[config.mk]
export PLATFORM = sky130hd
export DESIGN_NAME = ili_fill_ctrl
export DESIGN_NICKNAME = d
export VERILOG_FILES = /design/src/rtl/ili_pkg.sv /design/src/rtl/ili_pix_counter.sv /design/src/rtl/ili_fill_ctrl.sv
export SDC_FILE = /design/constraint.sdc
export NUM_CORES = 1
export LEC_CHECK = 0
export CORE_ASPECT_RATIO = 1.2
export CORE_MARGIN = 2
export CORE_UTILIZATION = 27
export DETAILED_ROUTE_END_ITERATION = 10
export PLACE_DENSITY = 0.44
export SLEW_MARGIN = 20
export SYNTH_ARGS = -nofsm -noshare
export SYNTH_HDL_FRONTEND = slang
export SYNTH_SLANG_ARGS = --single-unit
export TNS_END_PERCENT = 100
[constraint.sdc]
create_clock -name clk -period 15.3 [get_ports clk]
set_input_delay 2.295 -clock clk [delete_from_list [all_inputs] [get_ports clk]]
set_output_delay 2.295 -clock clk [all_outputs]
set_load 0.02 [all_outputs]
[src/rtl/ili_pkg.sv]
// -----------------------------------------------------------------------------
// ili_pkg
// Shared definitions for the ILI-style panel fill controller: panel command
// opcodes, default panel geometry, the controller state enum, the byte-position
// enum that walks the transmitted stream, and a rectangle-area helper.
// No ports (package).
// -----------------------------------------------------------------------------
package ili_pkg;

   // Panel command opcodes (sent with dc=0)
   localparam logic [7:0] CMD_CASET = 8'h2A;  // column address set
   localparam logic [7:0] CMD_PASET = 8'h2B;  // page (row) address set
   localparam logic [7:0] CMD_RAMWR = 8'h2C;  // memory write

   // Default panel geometry: highest legal column / row index
   localparam int DEFAULT_MAX_X = 239;
   localparam int DEFAULT_MAX_Y = 319;

   localparam int COORD_W = 9;
   localparam int PIX_W   = 17;  // wide enough for 240*320 = 76800 pixels

   typedef enum logic [1:0] {
      S_IDLE,
      S_SEND,
      S_WAIT,
      S_DONE
   } state_t;

   // Position within the outgoing byte stream. The eleven header bytes are
   // walked once; the pixel phase then alternates B_PIX_HI / B_PIX_LO.
   typedef enum logic [3:0] {
      B_CASET,
      B_X0_HI,
      B_X0_LO,
      B_X1_HI,
      B_X1_LO,
      B_PASET,
      B_Y0_HI,
      B_Y0_LO,
      B_Y1_HI,
      B_Y1_LO,
      B_RAMWR,
      B_PIX_HI,
      B_PIX_LO
   } byte_pos_t;

   // Upper byte of a 9-bit coordinate as sent on the wire
   function automatic logic [7:0] coord_hi(input logic [COORD_W-1:0] v);
      return {7'd0, v[COORD_W-1]};
   endfunction

   // Pixel count of an inclusive rectangle. Only meaningful for a legal
   // rectangle (x0<=x1, y0<=y1); the caller gates its use accordingly.
   function automatic logic [PIX_W-1:0] rect_area(
      input logic [COORD_W-1:0] x0,
      input logic [COORD_W-1:0] x1,
      input logic [COORD_W-1:0] y0,
      input logic [COORD_W-1:0] y1
   );
      logic [9:0]  w;
      logic [9:0]  h;
      logic [19:0] prod;
      w    = {1'b0, x1} - {1'b0, x0} + 10'd1;
      h    = {1'b0, y1} - {1'b0, y0} + 10'd1;
      prod = {10'd0, w} * {10'd0, h};
      return prod[PIX_W-1:0];
   endfunction

endpackage

[src/rtl/ili_pix_counter.sv]
// -----------------------------------------------------------------------------
// ili_pix_counter
// 17-bit down-counter tracking how many pixels of the current fill have not yet
// had their low byte issued.
//   clk      : clock, rising edge
//   rst      : synchronous active-high reset, clears the count
//   load     : load load_val (takes priority over dec)
//   load_val : initial pixel count
//   dec      : decrement by one (saturates at zero)
//   zero     : count is zero
// -----------------------------------------------------------------------------
module ili_pix_counter
   import ili_pkg::*;
(
   input  logic             clk,
   input  logic             rst,
   input  logic             load,
   input  logic [PIX_W-1:0] load_val,
   input  logic             dec,
   output logic             zero
);

   logic [PIX_W-1:0] count_q;

   // NOTE: clocked state uses non-blocking assignments so every register
   // samples pre-edge values, independent of block evaluation order.
   always_ff @(posedge clk) begin
      if (rst) begin
         count_q <= '0;
      end else if (load) begin
         count_q <= load_val;
      end else if (dec && (count_q != '0)) begin
         count_q <= count_q - 1'b1;
      end
   end

   assign zero = (count_q == '0);

endmodule

[src/rtl/ili_fill_ctrl.sv]
// -----------------------------------------------------------------------------
// ili_fill_ctrl
// Streams the command/parameter/pixel bytes that fill a rectangle of an
// ILI-style panel with one RGB565 colour, handshaking byte-by-byte with an
// external SPI byte engine.
//
// Stream: CASET x0hi x0lo x1hi x1lo  PASET y0hi y0lo y1hi y1lo  RAMWR
//         then {color[15:8], color[7:0]} once per pixel.
//
// Parameters
//   MAX_X, MAX_Y : highest legal column / row index
// Ports
//   clk       : clock, rising edge
//   rst       : synchronous active-high reset
//   start     : one-cycle fill request (accepted only when idle and init_done)
//   x0,x1     : inclusive column bounds, captured on an accepted start
//   y0,y1     : inclusive row bounds, captured on an accepted start
//   color     : RGB565 fill value, captured on an accepted start
//   init_done : panel initialisation complete
//   sent      : one-cycle pulse, current byte has been shifted out
//   data      : byte to transmit (held from send until sent)
//   dc        : 0 = command byte, 1 = parameter/pixel byte
//   cs        : active-low panel select
//   send      : one-cycle request to transmit data
//   busy      : a fill is in progress
//   done      : one-cycle pulse at the end of a fill
//   err       : one-cycle pulse when a start carried an illegal rectangle
// -----------------------------------------------------------------------------
module ili_fill_ctrl
   import ili_pkg::*;
#(
   parameter int MAX_X = DEFAULT_MAX_X,
   parameter int MAX_Y = DEFAULT_MAX_Y
) (
   input  logic               clk,
   input  logic               rst,
   input  logic               start,
   input  logic [COORD_W-1:0] x0,
   input  logic [COORD_W-1:0] x1,
   input  logic [COORD_W-1:0] y0,
   input  logic [COORD_W-1:0] y1,
   input  logic [15:0]        color,
   input  logic               init_done,
   input  logic               sent,
   output logic [7:0]         data,
   output logic               dc,
   output logic               cs,
   output logic               send,
   output logic               busy,
   output logic               done,
   output logic               err
);

   localparam logic [COORD_W-1:0] MAX_X_C = COORD_W'(MAX_X);
   localparam logic [COORD_W-1:0] MAX_Y_C = COORD_W'(MAX_Y);

   state_t             state_q;
   state_t             state_d;
   byte_pos_t          pos_q;
   byte_pos_t          pos_next;

   logic [COORD_W-1:0] x0_q;
   logic [COORD_W-1:0] x1_q;
   logic [COORD_W-1:0] y0_q;
   logic [COORD_W-1:0] y1_q;
   logic [15:0]        color_q;

   logic [7:0]         data_q;
   logic               dc_q;
   logic               err_q;

   logic [7:0]         byte_next;
   logic               dc_next;

   logic               accept;
   logic               bad_rect;
   logic               launch;
   logic               wait_sent;
   logic               last_byte;
   logic               advance;
   logic               pix_zero;
   logic               pix_dec;

   // ---------------------------------------------------------------------------
   // Request qualification
   // ---------------------------------------------------------------------------
   assign accept   = (state_q == S_IDLE) && start && init_done;
   assign bad_rect = (x0 > x1) || (y0 > y1) || (x1 > MAX_X_C) || (y1 > MAX_Y_C);
   assign launch   = accept && !bad_rect;

   // The counter is decremented as each low pixel byte is issued, so while
   // waiting on that byte a zero count means it is the final byte of the fill.
   assign wait_sent = (state_q == S_WAIT) && sent;
   assign last_byte = (pos_q == B_PIX_LO) && pix_zero;
   assign advance   = wait_sent && !last_byte;
   assign pix_dec   = (state_q == S_SEND) && (pos_q == B_PIX_LO);

   ili_pix_counter u_pix_counter (
      .clk      (clk),
      .rst      (rst),
      .load     (launch),
      .load_val (rect_area(x0, x1, y0, y1)),
      .dec      (pix_dec),
      .zero     (pix_zero)
   );

   // ---------------------------------------------------------------------------
   // FSM: state register
   // ---------------------------------------------------------------------------
   always_ff @(posedge clk) begin
      if (rst) begin
         state_q <= S_IDLE;
      end else begin
         state_q <= state_d;
      end
   end

   // ---------------------------------------------------------------------------
   // FSM: next-state logic
   // ---------------------------------------------------------------------------
   // NOTE: every combinational output gets a default before the case so no
   // path leaves it unassigned and no latch is inferred.
   always_comb begin
      state_d = state_q;
      unique case (state_q)
         S_IDLE:  if (launch) state_d = S_SEND;
         S_SEND:  state_d = S_WAIT;
         S_WAIT:  if (sent) state_d = last_byte ? S_DONE : S_SEND;
         S_DONE:  state_d = S_IDLE;
         default: state_d = S_IDLE;
      endcase
   end

   // ---------------------------------------------------------------------------
   // FSM: outputs
   // ---------------------------------------------------------------------------
   always_comb begin
      send = (state_q == S_SEND);
      busy = (state_q != S_IDLE);
      done = (state_q == S_DONE);
      cs   = !((state_q == S_SEND) || (state_q == S_WAIT));
      data = data_q;
      dc   = dc_q;
      err  = err_q;
   end

   // ---------------------------------------------------------------------------
   // Byte sequencing
   // ---------------------------------------------------------------------------
   // After RAMWR the stream loops between the two pixel bytes.
   always_comb begin
      pos_next = B_CASET;
      if (pos_q == B_PIX_LO) begin
         pos_next = B_PIX_HI;
      end else begin
         pos_next = byte_pos_t'(pos_q + 4'd1);
      end
   end

   // Content of the byte at pos_next, built from the captured request
   always_comb begin
      byte_next = 8'h00;
      dc_next   = 1'b1;
      unique case (pos_next)
         B_CASET:  begin byte_next = CMD_CASET; dc_next = 1'b0; end
         B_X0_HI:  byte_next = coord_hi(x0_q);
         B_X0_LO:  byte_next = x0_q[7:0];
         B_X1_HI:  byte_next = coord_hi(x1_q);
         B_X1_LO:  byte_next = x1_q[7:0];
         B_PASET:  begin byte_next = CMD_PASET; dc_next = 1'b0; end
         B_Y0_HI:  byte_next = coord_hi(y0_q);
         B_Y0_LO:  byte_next = y0_q[7:0];
         B_Y1_HI:  byte_next = coord_hi(y1_q);
         B_Y1_LO:  byte_next = y1_q[7:0];
         B_RAMWR:  begin byte_next = CMD_RAMWR; dc_next = 1'b0; end
         B_PIX_HI: byte_next = color_q[15:8];
         B_PIX_LO: byte_next = color_q[7:0];
         default:  begin byte_next = 8'h00; dc_next = 1'b0; end
      endcase
   end

   // data/dc are registered and only change on launch or on a non-final sent,
   // which keeps them stable for the whole send..sent window.
   always_ff @(posedge clk) begin
      if (rst) begin
         pos_q   <= B_CASET;
         data_q  <= 8'h00;
         dc_q    <= 1'b0;
         err_q   <= 1'b0;
         x0_q    <= '0;
         x1_q    <= '0;
         y0_q    <= '0;
         y1_q    <= '0;
         color_q <= '0;
      end else begin
         err_q <= accept && bad_rect;
         if (launch) begin
            x0_q    <= x0;
            x1_q    <= x1;
            y0_q    <= y0;
            y1_q    <= y1;
            color_q <= color;
            pos_q   <= B_CASET;
            data_q  <= CMD_CASET;
            dc_q    <= 1'b0;
         end else if (advance) begin
            pos_q  <= pos_next;
            data_q <= byte_next;
            dc_q   <= dc_next;
         end
      end
   end

endmodule

# ---- Yosys cells after proc, flatten, opt, wreduce, memory -nomap -nowiden
# Cells that the tools add are included.
dict set report classes {
  n_reduce_logical 26
  n_addsub 6
  multipliers 1
  order_cmp 4
  muxes 11
  n_eq_ne 18
}
# cell count
set op_table {}
lappend op_table {{8-bit case mux with 13 select lines} 1}
lappend op_table {{17-bit two-way mux} 2}
lappend op_table {{4-bit == test, second input constant} 6}
lappend op_table {{10-bit by 1-bit adder with 10-bit output, second input constant} 2}
lappend op_table {{9-bit by 9-bit subtractor with 10-bit output} 2}
lappend op_table {{9-bit > comparator} 2}
lappend op_table {{17-bit logical NOT} 1}
lappend op_table {{10-bit by 10-bit multiplier with 17-bit output} 1}
lappend op_table {{17-bit nonzero test} 1}
lappend op_table {{17-bit by 1-bit subtractor with 17-bit output, second input constant} 1}
lappend op_table {{4-bit by 3-bit == test with 1-bit output, second input constant} 4}
lappend op_table {{6-bit two-way mux} 2}
lappend op_table {{10-bit OR reduction} 1}
lappend op_table {{9-bit by 8-bit > comparator with 1-bit output, second input constant} 1}
lappend op_table {{9-bit > comparator, second input constant} 1}
lappend op_table {{1-bit logical AND} 9}
lappend op_table {{4-bit by 2-bit == test with 1-bit output, second input constant} 2}
lappend op_table {{2-bit case mux with 4 select lines} 1}
lappend op_table {{2-bit two-way mux} 3}
lappend op_table {{2-bit nonzero test} 3}
lappend op_table {{4-bit by 1-bit adder with 4-bit output, second input constant} 1}
lappend op_table {{2-bit == test, second input constant} 2}
lappend op_table {{4-bit by 1-bit == test with 1-bit output, second input constant} 1}
lappend op_table {{4-bit logical NOT} 1}
lappend op_table {{9 further kinds} 15}
dict set report totals {
  out_inout_bits 14
  inputBits 57
  elab_cells 78
  regBits 85
}

# ---- Logic depth before layout (Yosys ltp)
dict set report logic_depth {
  depth_word 8
  ltp_mapped 30
}

# ---- By module
# Synthesis repeated with hierarchy kept, for this count alone.
dict set report unflattened {
  hier_cells 1002
  area_unflattened_um2 8560.7
}
# mod instances seq_area_each_um2 cells_each area_per_inst_um2
set by_module_without_submodules {}
lappend by_module_without_submodules {ili_fill_ctrl 1 1361.3 871 7500.9}
lappend by_module_without_submodules {ili_pix_counter 1 340.3 131 1059.8}

# ---- Worst setup path before layout
# Ideal clock, no wire load.
dict set report synth_path {
  kind {input port to flip-flop}
  from {input y1[1]}
  to {register u_pix_counter.count_q[16]}
  path_slack_ns 6.689
  required_time_ns 15.185
  setup_time_ns 0.115
  arrival_ns 8.497
  cell_stages 28
  path_cell_list {inv_1 -> ha_1 -> inv_1 -> ha_1 -> inv_1 -> fa_1 -> inv_1 -> maj3_1 -> a21boi_1 -> nor4_1 -> o21bai_1 -> or3_1 -> fa_1 -> fa_1 -> inv_1 -> fa_1 -> fa_1 -> inv_1 -> fa_1 -> inv_1 -> ha_1 -> nor4_1 -> o21ai_0 -> a31oi_1 -> a21oi_1 -> xnor2_1 -> xnor3_1 -> o21a_1}
}
dict set report synth_between {
  elab_chain_cells 7
  elab_cells_between_ends 12
  cone_classes {2 x add/sub; 1 x mul; 2 x order compare; 1 x mux; 6 x reduce/logical}
}
# item line_no
set synth_lines {}
lappend synth_lines {{start, declared} ili_fill_ctrl.sv:41} ;# input logic [COORD_W-1:0] y1,
lappend synth_lines {{parallel branches: the longest is 7 deep, another holds 10-bit by 10-bit multiplier with 17-bit output} --}
lappend synth_lines {{end signal, assigned} ili_pix_counter.sv:31} ;# count_q <= load_val;
lappend synth_lines {{end signal, assigned} ili_pix_counter.sv:33} ;# count_q <= count_q - 1'b1;
lappend synth_lines {{end, declared} ili_pix_counter.sv:23} ;# logic [PIX_W-1:0] count_q;
# Parallel ways; which one is timed is not known.
# A chain may end at the register's enable or synchronous reset.

# ---- Final worst setup path
dict set report layout_path {
  from {input x0[2]}
  to {register u_pix_counter.count_q[16]}
}
dict set report layout_between {
  elab_chain_cells 7
  elab_cells_between_ends 11
  cone_classes {2 x add/sub; 1 x mul; 1 x order compare; 1 x mux; 6 x reduce/logical}
}
# item line_no
set layout_lines {}
lappend layout_lines {{start, declared} ili_fill_ctrl.sv:38} ;# input logic [COORD_W-1:0] x0,
lappend layout_lines {{parallel branches: the longest is 7 deep, another holds 10-bit by 10-bit multiplier with 17-bit output} --}
# Parallel ways; which one is timed is not known.

==> results.md <==
- Highest cell delay on the worst timing path: 0.59 ns
- Unrepaired setup endpoints after global routing: false
- Number of CTS-inserted buffers: 9
- Io pins: 71
- CTS sink cnt: 85
- Number of buffers added to fix hold violations after cts: 0
- Buffer depth of the longest clock path: 2
- Number of routed nets with antenna violations: 0
- Synth area leaders: sky130_fd_sc_hd__dfxtp_1, sky130_fd_sc_hd__fa_1, sky130_fd_sc_hd__ha_1
- Via count of the first global-routing pass: 7252
- Worst Setup End Kind: flip-flop
- CORE AREA: 31180 um2
- CP startpoint kind: primary input
- Biggest area consumer among synthesized cells: sky130_fd_sc_hd__dfxtp_1
- Routed wire per std cell: 16.78 um
- Area share of the largest cell type after synthesis: 0.2000
- Setup TNS: 0 ns
- GRT Residual Overflow: 0
- Floorplan die height: 198.4 um
- Share of layout cells above drive strength 1: 0.03974
- Resize count post-CTS: 0
- Iter 0 DRT Violations: 294
- Number of filler cells placed in the layout: 3334
- Worst-margin pin slew: 1.061 ns
- Setup Skew: 0.01283 ns
- Antenna violations before repair: 0
- Hold wc startpoint: x1_q[8]
- Smallest hold slack: 0.4320 ns
- Total Routing Usage GR: 0.1558
- Clock edge transition at the registers on the reported setup and hold paths: 0.08 ns
- Source of the worst register-to-register timing path: state_q[0]
- Share of flip-flops with an asynchronous set or reset after synthesis: 0
- Total detailed-routing wirelength: 24.89 mm
- Die outline area: 32950 um2
- Final worst-path cycle share: 0.6018
- Worst-path fanout max: 7
- Number of antenna diodes: 0
- Htree depth: 3
- Final hold viol count: 0
- Commonest cells post-synth: sky130_fd_sc_hd__nor2_1, sky130_fd_sc_hd__inv_1, sky130_fd_sc_hd__ha_1
- CP Launch Point: x0[2]
- Nets: 1296
- CTS tree: built
- Sequential fraction of the synthesis area: 0.2000
- Max-slew violations: 0
- Seq cells post-synth: 85
- Critical Path Most Common Cell: sky130_fd_sc_hd__inv_1
- Worst hold path class: reg -> reg
- Clock root cell: sky130_fd_sc_hd__clkbuf_16
- Buffer count from post-CTS setup fixing: 0
- Number of port buffers: 70
- Final critical-path required period: 9.207 ns
- Post-DP HPWL: 20.54 mm
- Commonest register cell after synthesis: sky130_fd_sc_hd__dfxtp_1
- Total number of vias: 6923
- Clock insertion delay at the later pin of the skew report: 0.36 ns
- Kind of critical path: in -> reg
- DIE WIDTH: 166.0 um
- Yosys warnings: 0
- Max_cap viols: 0
- Core Rows: 71
- Mapped Area: 8507 um2
- Run status: completed
- Effective utilization at floorplan: 0.2728
- Vias per inst: 4.668
- Routability congestion estimate from global placement: 0.8214
- Final design utilization: 0.3163
- Maximum number of pins on one net before global-route repair: 76
- Router iterations before antenna repair: 4
- Most repeated cell in the gate-level netlist after synthesis: sky130_fd_sc_hd__nor2_1
- Synthesized netlist cell count: 1029
- Data arrival at the endpoint of the critical path: 9.47 ns
- Number of enable flip-flop cells after synthesis: 0
- Relative slew margins: 0.2788
- Number of distinct library cells after synthesis: 70
- Mean area per synthesized cell: 8.267 um2
- Final setup violating endpoints: 0
- DR DRC count: 0
- Achievable clock frequency: 108.6 MHz
- Highest-delay cell along the critical path: sky130_fd_sc_hd__clkdlybuf4s50_1
- Wire length of the first global-routing pass: 39.97 mm
- Required time worst endpoint: 15.56 ns
- Mapped Nets: 1248
- Layout overhead on the synthesized area: 15.94%
metal layers:
metal	GRT usage	part of all wire	vias to the layer above
met5	0	0	-
met4	0.05153	0.024	0
met3	0.02089	0.025	23
met2	0.2852	0.51	104
met1	0.1884	0.44	3295
li1	-	-	3501
final timing paths:
check	endpoint	slack, ns	depth (start not counted)
setup / recovery	u_pix_counter.count_q[16]	6.09	29
hold / removal	x1_q[8]	0.43	2
setup reg to reg	pos_q[1]	12.04	7
hold reg to reg	x1_q[8]	0.43	2
kinds of logic after synthesis:
kind of cell	after synthesis	synth area share
buffers and inverters	170	0.07751
adder cells (fa/ha/maj)	163	0.2959
AND/OR/NAND/NOR	329	0.1790
multiplexers	32	0.03839
XOR/XNOR	51	0.05589
AO/OA/AOI/OAI	199	0.1533
flip-flops	85	0.2000
placed cells by master, fill, tap and decap left out, drive strengths merged, types with 10 or more instances in the layout:
cell | synthesis | final
a22oi | 13 | 13
o21ai | 30 | 30
nor2 | 184 | 184
dfxtp | 85 | 85
nand2 | 56 | 56
ha | 98 | 98
a21o | 15 | 15
nor3 | 10 | 10
mux2i | 30 | 30
clkdlybuf4s50 | 0 | 69
inv | 134 | 136
fa | 64 | 64
a21oi | 68 | 68
nand2b | 21 | 21
a211oi | 19 | 19
clkbuf | 24 | 10
xnor2 | 34 | 34
xor2 | 16 | 16
o21a | 11 | 11
worst max-delay path: cells and delay by family:
family / cells / cell delay [ns]
buffers and inverters: 8 / 0.99
AND/OR/NAND/NOR: 3 / 0.40
XOR/XNOR: 3 / 0.93
adder cells (fa/ha/maj): 8 / 3.68
AO/OA/AOI/OAI: 7 / 1.17
flip-flops by register name, summed over array words and instances (netlist names):
name	count
u_pix_counter.count_q	17
color_q	16
x0_q	9
x1_q	9
y0_q	9
y1_q	9
data	8
pos_q	4
state_q	2
dc	1
err	1
final cells by class:
cell class / count / area (um2) / share of cell area
multi-input cells: 774 / 6162 / 0.6248
flip-flops and latches: 85 / 1702 / 0.1725
inverters: 134 / 503.0 / 0.05100
repair buffers: 73 / 718.2 / 0.07281
clock inverters: 6 / 47.55 / 0.004820
clock buffers: 10 / 229.0 / 0.02321
well taps: 401 / 501.7 / 0.05087
stage by stage:
stage / area [um2] / std cells / worst slack [ns]
4_1_cts: 9863 / 1483 / 6.100
3_3_place_gp: 9587 / 1467 / 5.780
5_1_grt: 9863 / 1483 / 5.566
6_report: 9863 / 1483 / 6.093
2_1_floorplan: 8507 / 1029 / 6.689
3_5_place_dp: 9587 / 1467 / 5.692
Power is left out: the tool's default activity adds up to more than one toggle a clock period on the data nets, which glitch-free logic cannot reach.
